==> src/rtl/uart_rx_monitor.sv <==
// uart_rx_monitor
//   Receives an 8N1, LSB-first UART stream from the SoC TX pin. Each good byte
//   is placed in a small output FIFO that the consumer drains with a
//   valid/ready handshake.
//
// Ports
//   clk_i          system clock
//   rst_ni         asynchronous, active-low reset
//   rx_i           serial line, asynchronous to clk_i, idle high
//   rx_enable_i    receiver enable; dropping it aborts any frame in progress
//   clear_i        synchronous pulse: flush the FIFO and clear overflow_o
//   data_o         head-of-FIFO byte (0 while the FIFO is empty)
//   valid_o        data_o holds a byte
//   ready_i        consumer takes data_o on a cycle where valid_o && ready_i
//   frame_err_o    one-cycle pulse when a stop bit is sampled low
//   overflow_o     sticky: a received byte was dropped because the FIFO was full
//   busy_o         receiver FSM is not idle
//   fifo_level_o   number of bytes held in the FIFO (0..FifoDepth)
//
// Handshake: a byte moves to the consumer on every rising clock edge where
// valid_o and ready_i are both high. valid_o never depends combinationally on
// ready_i, and data_o stays stable while valid_o is high and ready_i is low.

module uart_rx_monitor #(
  parameter int unsigned ClkFreqHz = 50000000,
  parameter int unsigned BaudRate  = 115200,
  parameter int unsigned FifoDepth = 4
) (
  input  logic                           clk_i,
  input  logic                           rst_ni,
  input  logic                           rx_i,
  input  logic                           rx_enable_i,
  input  logic                           clear_i,
  output logic [7:0]                     data_o,
  output logic                           valid_o,
  input  logic                           ready_i,
  output logic                           frame_err_o,
  output logic                           overflow_o,
  output logic                           busy_o,
  output logic [$clog2(FifoDepth):0]     fifo_level_o
);

  localparam int unsigned ClksPerBit = ClkFreqHz / BaudRate;
  localparam int unsigned HalfBit    = ClksPerBit / 2;
  localparam int unsigned CntW       = $clog2(ClksPerBit);
  localparam int unsigned PtrW       = $clog2(FifoDepth);
  localparam int unsigned LvlW       = PtrW + 1;

  localparam logic [CntW-1:0] HalfLast  = CntW'(HalfBit - 1);
  localparam logic [CntW-1:0] BitLast   = CntW'(ClksPerBit - 1);
  localparam logic [LvlW-1:0] LevelFull = LvlW'(FifoDepth);

  // Reject parameter sets the timing logic or the FIFO cannot support.
  if (ClksPerBit < 4) begin : g_bad_clks_per_bit
    $error("uart_rx_monitor: ClkFreqHz/BaudRate must be at least 4");
  end
  if ((FifoDepth < 2) || (FifoDepth > 16) ||
      ((FifoDepth & (FifoDepth - 1)) != 0)) begin : g_bad_fifo_depth
    $error("uart_rx_monitor: FifoDepth must be a power of two in 2..16");
  end

  // ---------------------------------------------------------------------------
  // Input synchroniser. Both flops reset high so that reset does not look like
  // a start bit.
  // ---------------------------------------------------------------------------
  logic rx_meta_q;
  logic rx_s_q;

  always_ff @(posedge clk_i or negedge rst_ni) begin
    if (!rst_ni) begin
      rx_meta_q <= 1'b1;
      rx_s_q    <= 1'b1;
    end else begin
      rx_meta_q <= rx_i;
      rx_s_q    <= rx_meta_q;
    end
  end

  // ---------------------------------------------------------------------------
  // Bit-timing FSM
  //   The cycle in IDLE that sees rx_s low is t0. START samples at t0+H, every
  //   DATA bit and the STOP bit are sampled one bit period after the previous
  //   sample. cnt_q restarts at 0 on the cycle after each sample.
  // ---------------------------------------------------------------------------
  typedef enum logic [2:0] {
    ST_IDLE      = 3'd0,
    ST_START     = 3'd1,
    ST_DATA      = 3'd2,
    ST_STOP      = 3'd3,
    ST_WAIT_IDLE = 3'd4
  } state_e;

  state_e          state_q, state_d;
  logic [CntW-1:0] cnt_q, cnt_d;
  logic [2:0]      bit_q, bit_d;
  logic [7:0]      shift_q, shift_d;
  logic            push_q, push_d;
  logic            ferr_q, ferr_d;

  always_ff @(posedge clk_i or negedge rst_ni) begin
    if (!rst_ni) begin
      state_q <= ST_IDLE;
      cnt_q   <= '0;
      bit_q   <= '0;
      shift_q <= '0;
      push_q  <= 1'b0;
      ferr_q  <= 1'b0;
    end else begin
      state_q <= state_d;
      cnt_q   <= cnt_d;
      bit_q   <= bit_d;
      shift_q <= shift_d;
      push_q  <= push_d;
      ferr_q  <= ferr_d;
    end
  end

  always_comb begin
    state_d = state_q;
    cnt_d   = cnt_q;
    bit_d   = bit_q;
    shift_d = shift_q;
    push_d  = 1'b0;
    ferr_d  = 1'b0;

    unique case (state_q)
      ST_IDLE: begin
        if (rx_enable_i && !rx_s_q) begin
          state_d = ST_START;
          cnt_d   = '0;
          bit_d   = '0;
        end
      end

      ST_START: begin
        if (cnt_q == HalfLast) begin
          cnt_d = '0;
          // A line that is high again at mid start bit was only a glitch.
          state_d = rx_s_q ? ST_IDLE : ST_DATA;
        end else begin
          cnt_d = cnt_q + 1'b1;
        end
      end

      ST_DATA: begin
        if (cnt_q == BitLast) begin
          cnt_d = '0;
          // Shift in at the MSB so the first bit ends up in bit 0.
          shift_d = {rx_s_q, shift_q[7:1]};
          if (bit_q == 3'd7) begin
            state_d = ST_STOP;
          end else begin
            bit_d = bit_q + 1'b1;
          end
        end else begin
          cnt_d = cnt_q + 1'b1;
        end
      end

      ST_STOP: begin
        if (cnt_q == BitLast) begin
          cnt_d = '0;
          if (rx_s_q) begin
            push_d  = 1'b1;
            state_d = ST_IDLE;
          end else begin
            ferr_d  = 1'b1;
            state_d = ST_WAIT_IDLE;
          end
        end else begin
          cnt_d = cnt_q + 1'b1;
        end
      end

      ST_WAIT_IDLE: begin
        // Hold off start detection until a break or a stuck-low line releases.
        if (rx_s_q) begin
          state_d = ST_IDLE;
        end
      end

      default: begin
        state_d = ST_IDLE;
      end
    endcase

    // Disabling the receiver abandons the frame silently.
    if (!rx_enable_i && (state_q != ST_IDLE)) begin
      state_d = ST_IDLE;
      push_d  = 1'b0;
      ferr_d  = 1'b0;
    end
  end

  // ---------------------------------------------------------------------------
  // Output FIFO
  //   push_q is high for one cycle after a good stop sample, and shift_q still
  //   holds the received byte in that cycle (it only changes in DATA).
  // ---------------------------------------------------------------------------
  logic [7:0]      mem_q [FifoDepth];
  logic [PtrW-1:0] wr_ptr_q, wr_ptr_d;
  logic [PtrW-1:0] rd_ptr_q, rd_ptr_d;
  logic [LvlW-1:0] count_q, count_d;
  logic            valid_q;
  logic            ovf_q, ovf_d;
  logic            pop;
  logic            full;
  logic            push_ok;
  logic            push_drop;

  assign pop       = valid_q && ready_i;
  assign full      = (count_q == LevelFull);
  // A full FIFO still takes the byte if a slot frees up in the same cycle.
  assign push_ok   = push_q && (!full || pop);
  assign push_drop = push_q && full && !pop;

  always_comb begin
    wr_ptr_d = wr_ptr_q;
    rd_ptr_d = rd_ptr_q;
    count_d  = count_q;
    ovf_d    = ovf_q;

    if (clear_i) begin
      // Flush wins over a push arriving in the same cycle.
      wr_ptr_d = '0;
      rd_ptr_d = '0;
      count_d  = '0;
      ovf_d    = 1'b0;
    end else begin
      if (pop) begin
        rd_ptr_d = rd_ptr_q + 1'b1;
      end
      if (push_ok) begin
        wr_ptr_d = wr_ptr_q + 1'b1;
      end
      unique case ({push_ok, pop})
        2'b10:   count_d = count_q + 1'b1;
        2'b01:   count_d = count_q - 1'b1;
        default: count_d = count_q;
      endcase
      if (push_drop) begin
        ovf_d = 1'b1;
      end
    end
  end

  always_ff @(posedge clk_i or negedge rst_ni) begin
    if (!rst_ni) begin
      wr_ptr_q <= '0;
      rd_ptr_q <= '0;
      count_q  <= '0;
      valid_q  <= 1'b0;
      ovf_q    <= 1'b0;
    end else begin
      wr_ptr_q <= wr_ptr_d;
      rd_ptr_q <= rd_ptr_d;
      count_q  <= count_d;
      valid_q  <= (count_d != '0);
      ovf_q    <= ovf_d;
    end
  end

  // Storage needs no reset: entries are only visible while valid_q is high.
  always_ff @(posedge clk_i) begin
    if (!clear_i && push_ok) begin
      mem_q[wr_ptr_q] <= shift_q;
    end
  end

  assign data_o       = valid_q ? mem_q[rd_ptr_q] : 8'h00;
  assign valid_o      = valid_q;
  assign frame_err_o  = ferr_q;
  assign overflow_o   = ovf_q;
  assign busy_o       = (state_q != ST_IDLE);
  assign fifo_level_o = count_q;

endmodule

==> config.mk <==
export PLATFORM = sky130hd
export DESIGN_NAME = uart_rx_monitor
export DESIGN_NICKNAME = d
export VERILOG_FILES = /design/src/rtl/uart_rx_monitor.sv
export SDC_FILE = /design/constraint.sdc
export NUM_CORES = 1
export LEC_CHECK = 0
export BUFFER_PORTS_ARGS = -buffer_cell sky130_fd_sc_hd__buf_4
export CAP_MARGIN = 20
export CORE_AREA = 5 5 86 88
export CTS_CLUSTER_DIAMETER = 200
export CTS_CLUSTER_SIZE = 30
export DETAILED_ROUTE_END_ITERATION = 10
export DIE_AREA = 0 0 91 93
export PLACE_DENSITY = 0.62
export SLEW_MARGIN = 20
export SYNTH_ARGS = -nofsm -noshare
export SYNTH_HDL_FRONTEND = slang
export SYNTH_SLANG_ARGS = --single-unit
==> constraint.sdc <==
create_clock -name clk_i -period 3.4 [get_ports clk_i]
set_clock_uncertainty 0.1 [all_clocks]
set_input_delay 0.68 -clock clk_i [delete_from_list [all_inputs] [get_ports clk_i]]
set_output_delay 0.68 -clock clk_i [all_outputs]
set_load 0.05 [all_outputs]
==> results.txt <==
The flow ran to the end, and the final reports show no timing, DRC or antenna violations. Setup repair after global routing left no endpoint under its margin. When the netlist entered floorplanning its net count stood at about 250.

The total of flip-flops plus latches after synthesis came out at 68. The setup path with the least slack is of type reg2out. For this design the ratio of total power to cell area is 499 nW/um^2.

For this design the static power due to leakage is approximately 1.5 nW. The initial antenna violation count is 0. The worst-path maximum fanout came out at 10. The area of the mapped netlist is about 3100 um^2. For this run, the slowest stage of the critical path takes between 600 and 700 ps. The synthesized netlist cell count is about 240. The pin count of the biggest net entering global routing came out at 37. The proportion of register bits with asynchronous set or reset after synthesis came out at between 50 and 60%. The net total in the final layout came out at around 280. The count of buffers added on input and output ports is 20. The clock slew at the register clock pins of the worst setup and hold paths came out at 80 ps. The detail-routed net length per standard cell is around 15 um.

The fraction of final layout cells with drive strength greater than 1 is between 20% and 30%. The number of endpoints with negative hold slack in the final report is 0. The cell sitting at the root of the clock tree is a sky130_fd_sc_hd__clkbuf_8. The tool flagged a number of max-cap violations equal to 0. The number of cells on the worst reg-to-reg path came out at 6. In this run the critical register-to-register path is launched from valid_o. In this run the horizontal extent of the chip is just over 90 um. The via count of the first global-routing pass is ~1800. The detail-routed via count per cell is ~5.4. The overall die height is about 93 um. In this run the number of H-tree levels came out at 3. The count of hold buffers inserted by post-cts repair came out at 0.

The placer congestion estimate came out at 0.744. Once the clock tree was built, the setup fixing pass inserted 0 buffers. The global-route usage over all layers is 13.9%. The shortest period the worst path allows came out at between 2000 and 3000 ps. The worst setup path is launched from a register. The first global-routing pass estimated between 9000 and 10000 um of wire.

Data on the critical path is required at its endpoint by 2620 ps. The storage element area is between 1500 and 2000 um^2. The combined area of the multi-input logic cells is around 1200 um^2. In the synthesized netlist the dominant register cell turns out to be sky130_fd_sc_hd__dfrtp_1.

The number of synthesized flops with an enable pin came out at 32. The CTS tree is done. The number of ports placed on the die boundary is 21.

The count of filler cells inserted in the layout came out at 559. The number of standard cells in the final layout excluding fillers came out at 346. In the layout the commonest cells are sky130_fd_sc_hd__dfrtp_1 (34), sky130_fd_sc_hd__edfxtp_1 (32), sky130_fd_sc_hd__nor2_1 (22). The detailed-route DRC error count is 0. Walking the worst path, the cells encountered are mux4_2 -> and2_1 -> buf_4. The count of cells resized by post-cts repair came out at 0. The starting density of the core is between 40% and 50%. The transition time at the pin with the least slew margin came out at about 560 ps. From synthesis to final layout, the design area changed by 12.9%. The data arrival time of the critical path is 1940 ps. In this run, CTS created clock tree buffers numbering 9.

The worst setup path is captured at an output port. The count of nets left with antenna violations once routing finished came out at 0. The number of violations reported at the end of detailed-routing iteration 0 is between 80 and 90. For the worst-skew pair, the clock arrives at the later sink with an insertion delay of about 340 ps. The critical path's slowest cell is sky130_fd_sc_hd__dfrtp_1.

The sum of negative setup slack came out at 0 ps. Timing would allow up to between 300 and 400 MHz. The antenna cell count is 0. The total length of routed wires is approximately 5300 um. The post-synthesis sequential area ratio came out at between 50% and 60%. The mean post-synth cell area came out at 13.2 um^2. The final-report setup violation count is 0.

The placed instance count is 330. The number of warnings printed during yosys synthesis came out at 0. The headroom to the max-slew limit came out at between 60% and 70%. After legalization and detailed placement, the total HPWL measured ~3700 um.

The worst-case IR drop observed on VDD is about 0.00024 V. The detailed-routing iteration count for the pre-antenna-repair pass is 4. The flop-to-flop setup slack came out at 1350 ps.

The die footprint is ~8500 um^2. The total overflow reported by the global router is 0. The number of cell rows came out at 30. The count of distinct cell types in the synthesized netlist is 50. The clock drives 68 sinks. The worst hold path belongs to the class in2async. The via count is 1874. The max-slew violation total from the final report came out at 0.

In this run the critical register-to-register path is captured at valid_o. The total core area came out at about 6600 um^2. After layout, the worst path uses approximately 80% of the clock period. Leaving out fill and tap cells, the most frequent cell in the layout is sky130_fd_sc_hd__dfrtp_1. The longest clock path from root to sink contains 2 buffers.
[worst max path at each step]
stage / slack (ps) / end / startpoint
2_1_floorplan: 1220 / data_o[0] / rd_ptr_q[0]
5_1_grt: 510 / data_o[1] / rd_ptr_q[0]
3_5_place_dp: 1000 / data_o[4] / rd_ptr_q[0]
3_3_place_gp: 1010 / data_o[4] / rd_ptr_q[0]
4_1_cts: 610 / data_o[4] / rd_ptr_q[0]
6_report: 680 / data_o[4] / rd_ptr_q[0]
[layout make-up]
type,count,area share (%)
repair buffers,21,4.47
clock inverters,7,1.70
flip-flops and latches,68,52.9
clock buffers,9,3.52
well taps,80,2.84
multi-input cells,149,33.3
inverters,12,1.28
[flip-flops by register name, summed over array words and instances (netlist names), 2 cells and up]
name,cells
bit_q,3
rd_ptr_q,2
wr_ptr_q,2
mem_q,32
shift_q,8
fifo_level_o,3
cnt_q,9
state_q,3
[synthesized netlist by cell type, types with 2 or more instances]
master | count | area, um^2
sky130_fd_sc_hd__nor2b_1 | 3 | 18.8
sky130_fd_sc_hd__inv_1 | 12 | 45.0
sky130_fd_sc_hd__o21ai_0 | 7 | 35.0
sky130_fd_sc_hd__mux2_2 | 9 | 101
sky130_fd_sc_hd__and2_1 | 15 | 93.8
sky130_fd_sc_hd__nand2_1 | 12 | 45.0
sky130_fd_sc_hd__dfrtp_1 | 34 | 851
sky130_fd_sc_hd__ha_1 | 9 | 113
sky130_fd_sc_hd__a21oi_1 | 6 | 30.0
sky130_fd_sc_hd__a22oi_1 | 3 | 22.5
sky130_fd_sc_hd__edfxtp_1 | 32 | 961
sky130_fd_sc_hd__nand3_1 | 3 | 15.0
sky130_fd_sc_hd__buf_2 | 4 | 20.0
sky130_fd_sc_hd__xor2_1 | 3 | 26.3
sky130_fd_sc_hd__o21bai_1 | 2 | 15.0
sky130_fd_sc_hd__mux4_2 | 8 | 180
sky130_fd_sc_hd__o211ai_1 | 2 | 15.0
sky130_fd_sc_hd__mux2i_1 | 4 | 40.0
sky130_fd_sc_hd__dfstp_2 | 2 | 52.6
sky130_fd_sc_hd__nor2_1 | 22 | 82.6
sky130_fd_sc_hd__or3b_1 | 2 | 17.5
sky130_fd_sc_hd__o22ai_1 | 4 | 25.0
sky130_fd_sc_hd__and4b_1 | 2 | 20.0
sky130_fd_sc_hd__a31oi_1 | 2 | 12.5
sky130_fd_sc_hd__a21boi_1 | 2 | 15.0
sky130_fd_sc_hd__nand2b_1 | 4 | 25.0
sky130_fd_sc_hd__nor3_1 | 2 | 10.0
sky130_fd_sc_hd__clkbuf_1 | 3 | 11.3
sky130_fd_sc_hd__xnor2_1 | 2 | 17.5
sky130_fd_sc_hd__a21oi_2 | 2 | 17.5
[worst max-delay path, delay by kind of cell (launching register included)]
kind	cells	cell delay, ps
flip-flops	1	690
AND/OR/NAND/NOR	1	160
buffers and inverters	1	180
multiplexers	1	560
[through the flow]
step | setup WS, ps | util (%) | hold slack [ps] | total power [mW] | cell area (um^2)
global placement | 1010 | 50.8 | 248 | 1.17 | 3340
global route | 511 | 53.6 | 216 | 1.87 | 3520
finish | 678 | 53.6 | 187 | 1.76 | 3520
CTS | 613 | 53.6 | 199 | 1.79 | 3520
floorplan | 1220 | - | 245 | 1.11 | 3120
detailed placement | 999 | 50.8 | 247 | 1.18 | 3340
[cell families (layout without fill, tap and decap cells)]
logic type,after synthesis,in the layout,share of synthesized area (%)
buffers and inverters,20,49,2.69
xor gates and xnor gates,5,5,1.40
and+or+nand+nor,76,76,13.5
DFF,68,68,59.7
adders and majority gates,10,10,4.25
AOI/OAI and AO/OA,36,36,7.66
muxes,22,22,10.8
[per-layer routing]
layer / GRT usage, % / wire length (um) / vias up / share of wire (%)
met5: 0 / 0 / - / 0
met4: 5.13 / 70 / 0 / 1.3
met3: 4.91 / 240 / 7 / 4.5
met2: 20.3 / 2450 / 40 / 46
met1: 19.3 / 2530 / 916 / 48
li1: - / - / 911 / -
[where the power goes]
group	total, mW	internal, mW	switching (mW)	leakage [nW]
registers	0.941	0.888	0.0534	0.776
clock network	0.604	0.275	0.328	0.0844
logic	0.215	0.0966	0.118	0.625
total	1.76	1.26	0.500	1.49
(Power assumes the default switching activity.)
